### config.mk
export PLATFORM = sky130hd
export DESIGN_NAME = switch_debounce
export DESIGN_NICKNAME = d
export VERILOG_FILES = /design/src/rtl/switch_debounce_pkg.sv /design/src/rtl/bit_synchronizer.sv /design/src/rtl/switch_debounce.sv
export SDC_FILE = /design/constraint.sdc
export NUM_CORES = 1
export LEC_CHECK = 0
export ABC_CLOCK_PERIOD_IN_PS = 1860
export CAP_MARGIN = 20
export CORE_MARGIN = 3
export CORE_UTILIZATION = 30
export DETAILED_ROUTE_END_ITERATION = 8
export DONT_BUFFER_PORTS = 1
export PLACE_DENSITY = 0.46
export SLEW_MARGIN = 10
export SYNTH_ARGS = -nofsm -noshare
export SYNTH_HDL_FRONTEND = slang
export SYNTH_SLANG_ARGS = --single-unit
### constraint.sdc
create_clock -name clk -period 1.86 [get_ports clk]
set_input_delay 0.093 -clock clk [delete_from_list [all_inputs] [get_ports clk]]
set_output_delay 0.093 -clock clk [all_outputs]
set_load 0.01 [all_outputs]
### src/rtl/switch_debounce_pkg.sv
// Shared types and default constants for the two-bit switch debouncer.
// The FSM state enum lives here so the bench and RTL agree on the names.
package switch_debounce_pkg;

  localparam int SW_WIDTH            = 2;
  localparam int DEF_SYNC_STAGES     = 2;
  localparam int DEF_DEBOUNCE_CYCLES = 100000;
  localparam int DEF_VALID_CYCLES    = 1;
  localparam int VCNT_WIDTH          = 8;

  typedef enum logic [1:0] {
    IDLE   = 2'd0,
    SETTLE = 2'd1,
    EMIT   = 2'd2
  } state_t;

endpackage

### src/rtl/bit_synchronizer.sv
// Multi-flop synchronizer for a bus of independent asynchronous bits.
// Each bit passes through DEPTH flops; only the last stage leaves the module.
module bit_synchronizer #(
  parameter int DEPTH = 2,
  parameter int WIDTH = 1
) (
  input  logic             clk,
  input  logic             rst,
  input  logic [WIDTH-1:0] i_async,
  output logic [WIDTH-1:0] o_sync
);

  logic [DEPTH-1:0][WIDTH-1:0] r_stage;

  always_ff @(posedge clk) begin
    if (rst) begin
      r_stage <= '0;
    end else begin
      r_stage <= {r_stage[DEPTH-2:0], i_async};
    end
  end

  assign o_sync = r_stage[DEPTH-1];

endmodule

### src/rtl/switch_debounce.sv
// Debounces a two-bit switch: a new synced value must hold for DEBOUNCE_CYCLES
// samples before it is committed and announced with a VALID_CYCLES-long pulse.
module switch_debounce
  import switch_debounce_pkg::*;
#(
  parameter int SYNC_STAGES     = DEF_SYNC_STAGES,
  parameter int DEBOUNCE_CYCLES = DEF_DEBOUNCE_CYCLES,
  parameter int VALID_CYCLES    = DEF_VALID_CYCLES
) (
  input  logic                clk,
  input  logic                rst,
  input  logic [SW_WIDTH-1:0] rawSwitch,
  output logic [SW_WIDTH-1:0] debSwitch,
  output logic                valid,
  output logic                busy
);

  localparam int                    CW         = $clog2(DEBOUNCE_CYCLES + 1);
  localparam logic [CW-1:0]         CNT_TARGET = CW'(DEBOUNCE_CYCLES);
  localparam logic [CW-1:0]         CNT_ONE    = CW'(1);
  localparam logic [VCNT_WIDTH-1:0] VCNT_LOAD  = VCNT_WIDTH'(VALID_CYCLES - 1);

  logic [SW_WIDTH-1:0]   w_synced;
  state_t                r_state, w_state_next;
  logic [CW-1:0]         r_count, w_count_next;
  logic [SW_WIDTH-1:0]   r_cand, w_cand_next;
  logic [SW_WIDTH-1:0]   r_deb, w_deb_next;
  logic [VCNT_WIDTH-1:0] r_vcnt, w_vcnt_next;
  logic                  r_valid, w_valid_next;
  logic                  r_busy, w_busy_next;

  bit_synchronizer #(
    .DEPTH (SYNC_STAGES),
    .WIDTH (SW_WIDTH)
  ) u_sync (
    .clk     (clk),
    .rst     (rst),
    .i_async (rawSwitch),
    .o_sync  (w_synced)
  );

  always_ff @(posedge clk) begin
    if (rst) begin
      r_state <= IDLE;
      r_count <= '0;
      r_cand  <= '0;
      r_deb   <= '0;
      r_vcnt  <= '0;
      r_valid <= 1'b0;
      r_busy  <= 1'b0;
    end else begin
      r_state <= w_state_next;
      r_count <= w_count_next;
      r_cand  <= w_cand_next;
      r_deb   <= w_deb_next;
      r_vcnt  <= w_vcnt_next;
      r_valid <= w_valid_next;
      r_busy  <= w_busy_next;
    end
  end

  always_comb begin
    w_state_next = r_state;
    w_count_next = r_count;
    w_cand_next  = r_cand;
    w_deb_next   = r_deb;
    w_vcnt_next  = r_vcnt;
    unique case (r_state)
      IDLE: begin
        if (w_synced != r_deb) begin
          w_state_next = SETTLE;
          w_cand_next  = w_synced;
          w_count_next = CNT_ONE;
        end
      end
      SETTLE: begin
        if (w_synced == r_cand) begin
          // Only increment below the target so the counter saturates.
          if (r_count >= CNT_TARGET) begin
            w_state_next = EMIT;
            w_deb_next   = r_cand;
            w_vcnt_next  = VCNT_LOAD;
            w_count_next = '0;
          end else begin
            w_count_next = r_count + CNT_ONE;
          end
        end else if (w_synced == r_deb) begin
          w_state_next = IDLE;
          w_count_next = '0;
        end else begin
          w_cand_next  = w_synced;
          w_count_next = CNT_ONE;
        end
      end
      EMIT: begin
        if (r_vcnt == '0) begin
          w_state_next = IDLE;
        end else begin
          w_vcnt_next = r_vcnt - 1'b1;
        end
      end
      default: begin
        w_state_next = IDLE;
      end
    endcase
  end

  // Outputs are decoded from the next state so they register alongside it.
  always_comb begin
    w_valid_next = (w_state_next == EMIT);
    w_busy_next  = (w_state_next != IDLE);
  end

  assign debSwitch = r_deb;
  assign valid     = r_valid;
  assign busy      = r_busy;

endmodule

==> impl_metrics.json <==
{
  "placed_cells": 276,
  "tightestPinTransition_ps": 688,
  "comb_power_share_pct": 7.1,
  "grt_max_degree": 18,
  "avgViaCountPerCell": 4.83,
  "die-area_um2": 6760,
  "drtIter0Drc": 81,
  "crit_fanout": 4,
  "antennaDiodeCount": 0,
  "status": "finished, final reports clean",
  "rsz0062_at_grt": "yes",
  "layout-drive-gt1-share_pct": 18.7,
  "fmax_mhz": 565,
  "cts.htree.levels": 2,
  "timing.hold.ws_ps": 18.8,
  "cts_buffers": 5,
  "floorplan.die.height_um": 82.2,
  "cts_tree": "built",
  "antenna_found_initial": 0,
  "max_slew_margin_pct": 54.0,
  "maxCapViolCount": 0,
  "arrival_ps": 1940,
  "wire_per_inst_um": 12.5,
  "synth_flop_cell": "dfxtp_1",
  "fp-row-count": 27,
  "yosysMostFrequentCell": "dfxtp_1",
  "required_ps": 2030,
  "synth_cell_types": 47,
  "yosys_warnings": 0,
  "post-route-util_pct": 36.9,
  "antenna_left": 0,
  "skew_ps": 4.59,
  "synth-edff-count": 0,
  "synth_nets": 199,
  "place_hpwl_mm": 2.56,
  "final_max_slew_viol_count": 0,
  "layout.nets": 221,
  "synth_commonest_cells": "37 x dfxtp_1, 29 x nor2_1, 11 x xnor2_1, 9 x a21oi_1, 9 x nand2_1",
  "period_share_pct": 95.1,
  "track_usage_pct": 11.8,
  "hold_viol_final": 0,
  "synth_top_cell_by_area": "dfxtp_1",
  "ys_seq_area_share_pct": 42.5,
  "powerDensity_nw_per_um2": 720,
  "end_kind": "flop",
  "dr_total_vias": 1380,
  "seq_power_share_pct": 55.0,
  "clk_latency_ps": 280,
  "firstDrtPassIters": 4,
  "p_sw_share_pct": 22.9,
  "start_util_pct": 31.3,
  "finalNonFillerCells": 286,
  "first_global_vias": 1316,
  "die_x_um": 82.2,
  "cts_buffer_depth": 2,
  "p_total_mw": 1.48,
  "fin_crit_ps": 1770,
  "syn_area_um2": 1740,
  "setup_viol": 0,
  "core_area_um2": 5570,
  "area_growth_pct": 17.9,
  "power.share.clock_pct": 37.8,
  "io_pins": 8,
  "synth_seq_cells": 37,
  "p_int_mw": 1.14,
  "path_clk_slew_ps": 70,
  "timing.setup.tns_ps": 0,
  "wl_mm": 3.57,
  "drcViolationCount": 0,
  "min-delay-path-class": "input port to flop",
  "synth.avg_cell_area_um2": 9.08,
  "netlist_top_cells_area": "dfxtp_1 42%, nor2_1 6.2%, xnor2_1 5.5%",
  "cts_sinks": 37,
  "max-vdd-ir-drop_uv": 377,
  "portBuffers": 0,
  "p_switching_mw": 0.338,
  "synthArstFlopShare_pct": 0,
  "yosysTopAreaCellShare_pct": 42.5,
  "leakagePower_nw": 0.814,
  "cts_root_buf": "clkbuf_8",
  "grt_pass1_wl_mm": 6.22,
  "place.gp.congestion": 0.748,
  "syn_inst": 192,
  "grt.overflow.total": 0,
  "critPathLaunchType": "flop",
  "crit_type": "flop to flop"
}
power by group through the flow:
stage          Clock [mW]  Sequential (mW)  Combinational, mW
3_5_place_dp            0            0.833             0.0942
4_1_cts             0.577            0.814              0.106
6_report            0.560            0.814              0.106
2_1_floorplan           0            0.830             0.0783
5_1_grt             0.611            0.815              0.120
3_3_place_gp            0            0.833             0.0945
through the flow:
stage,setup WS (ps),instance area [um2]
floorplan,134,1740
global placement,68.5,1910
detailed placement,48.3,1910
CTS,30.6,2030
global route,-0.601,2060
finish,90.8,2060
registers in the layout, summed over array words and instances, names as in the netlist:
register / flops
r_cand: 2
valid: 1
r_count: 17
debSwitch: 2
u_sync.r_stage: 2
busy: 1
r_vcnt: 8
u_sync.o_sync: 2
r_state: 2
critical path, cell delays in order, from the launching register on:
cell and delay, ps:
dfxtp_2 340, inv_1 50, ha_1 150, or2b_4 290, or4_2 560, nor2_2 110, xnor2_1 110, nor2_1 50
cell usage in the layout (no fill, tap or decap), drive strengths merged, types with 2 or more instances in the layout:
cell type and instances:
dfxtp 37, nor2 30, buf 18, xnor2 11, a21oi 10, nand2 9, nand4 8, inv 7
xor2 7, clkbuf 7, nor2b 5, nand2b 5, a31oi 5, and2 5, o21ai 4, nand3 4
and3 4, nor3 3, a21o 3, a22o 3, ha 3, dlygate4sd3 3, nor4 3, mux2i 2
or4 2
cell families after synthesis:
kind of cell             after synthesis  share of synthesized area (%)
AND/OR/NAND/NOR                       86                           26.8
flip-flops                            37                           42.5
multiplexers                           2                           1.15
adder cells (fa/ha/maj)                3                           2.15
XOR/XNOR                              18                           9.05
buffers and inverters                 13                           4.67
AO/OA/AOI/OAI                         33                           13.6
worst paths after layout:
path / start / to / slack, ps / cells after the start
worst max-delay path: r_vcnt[0] / r_vcnt[6] / 90 / 7
worst max register to register: r_vcnt[0] / r_vcnt[6] / 90 / 7
worst min register to register: u_sync.r_stage[0] / u_sync.o_sync[0] / 440 / 1
worst min-delay path: rst / r_count[2] / 20 / 2
final cells by class:
| class | instances | area (um2) |
|---|---|---|
| sequential | 37 | 742 |
| timing repair buffer | 21 | 169 |
| fill | 571 | 3520 |
| multi-input combinational | 142 | 942 |
| inverter | 7 | 26.3 |
| tap | 72 | 90.1 |
| clock buffer | 7 | 86.3 |
per-layer routing:
layer | global-route usage [%] | share of wire [%] | vias to the layer above
met5 | 0 | 0 | -
met4 | 4.49 | 1.8 | 0
met3 | 2.93 | 3.2 | 5
met1 | 16.9 | 50 | 643
li1 | - | - | 711
met2 | 17.1 | 45 | 21
timing repair:
item,CTS,global route
endpoints found under the hold margin,17,0
hold buffers,3,0
endpoints found under the setup margin,0,11
buffers inserted,0,0
resized for setup,0,7
Power figures use the tool's default switching activity.
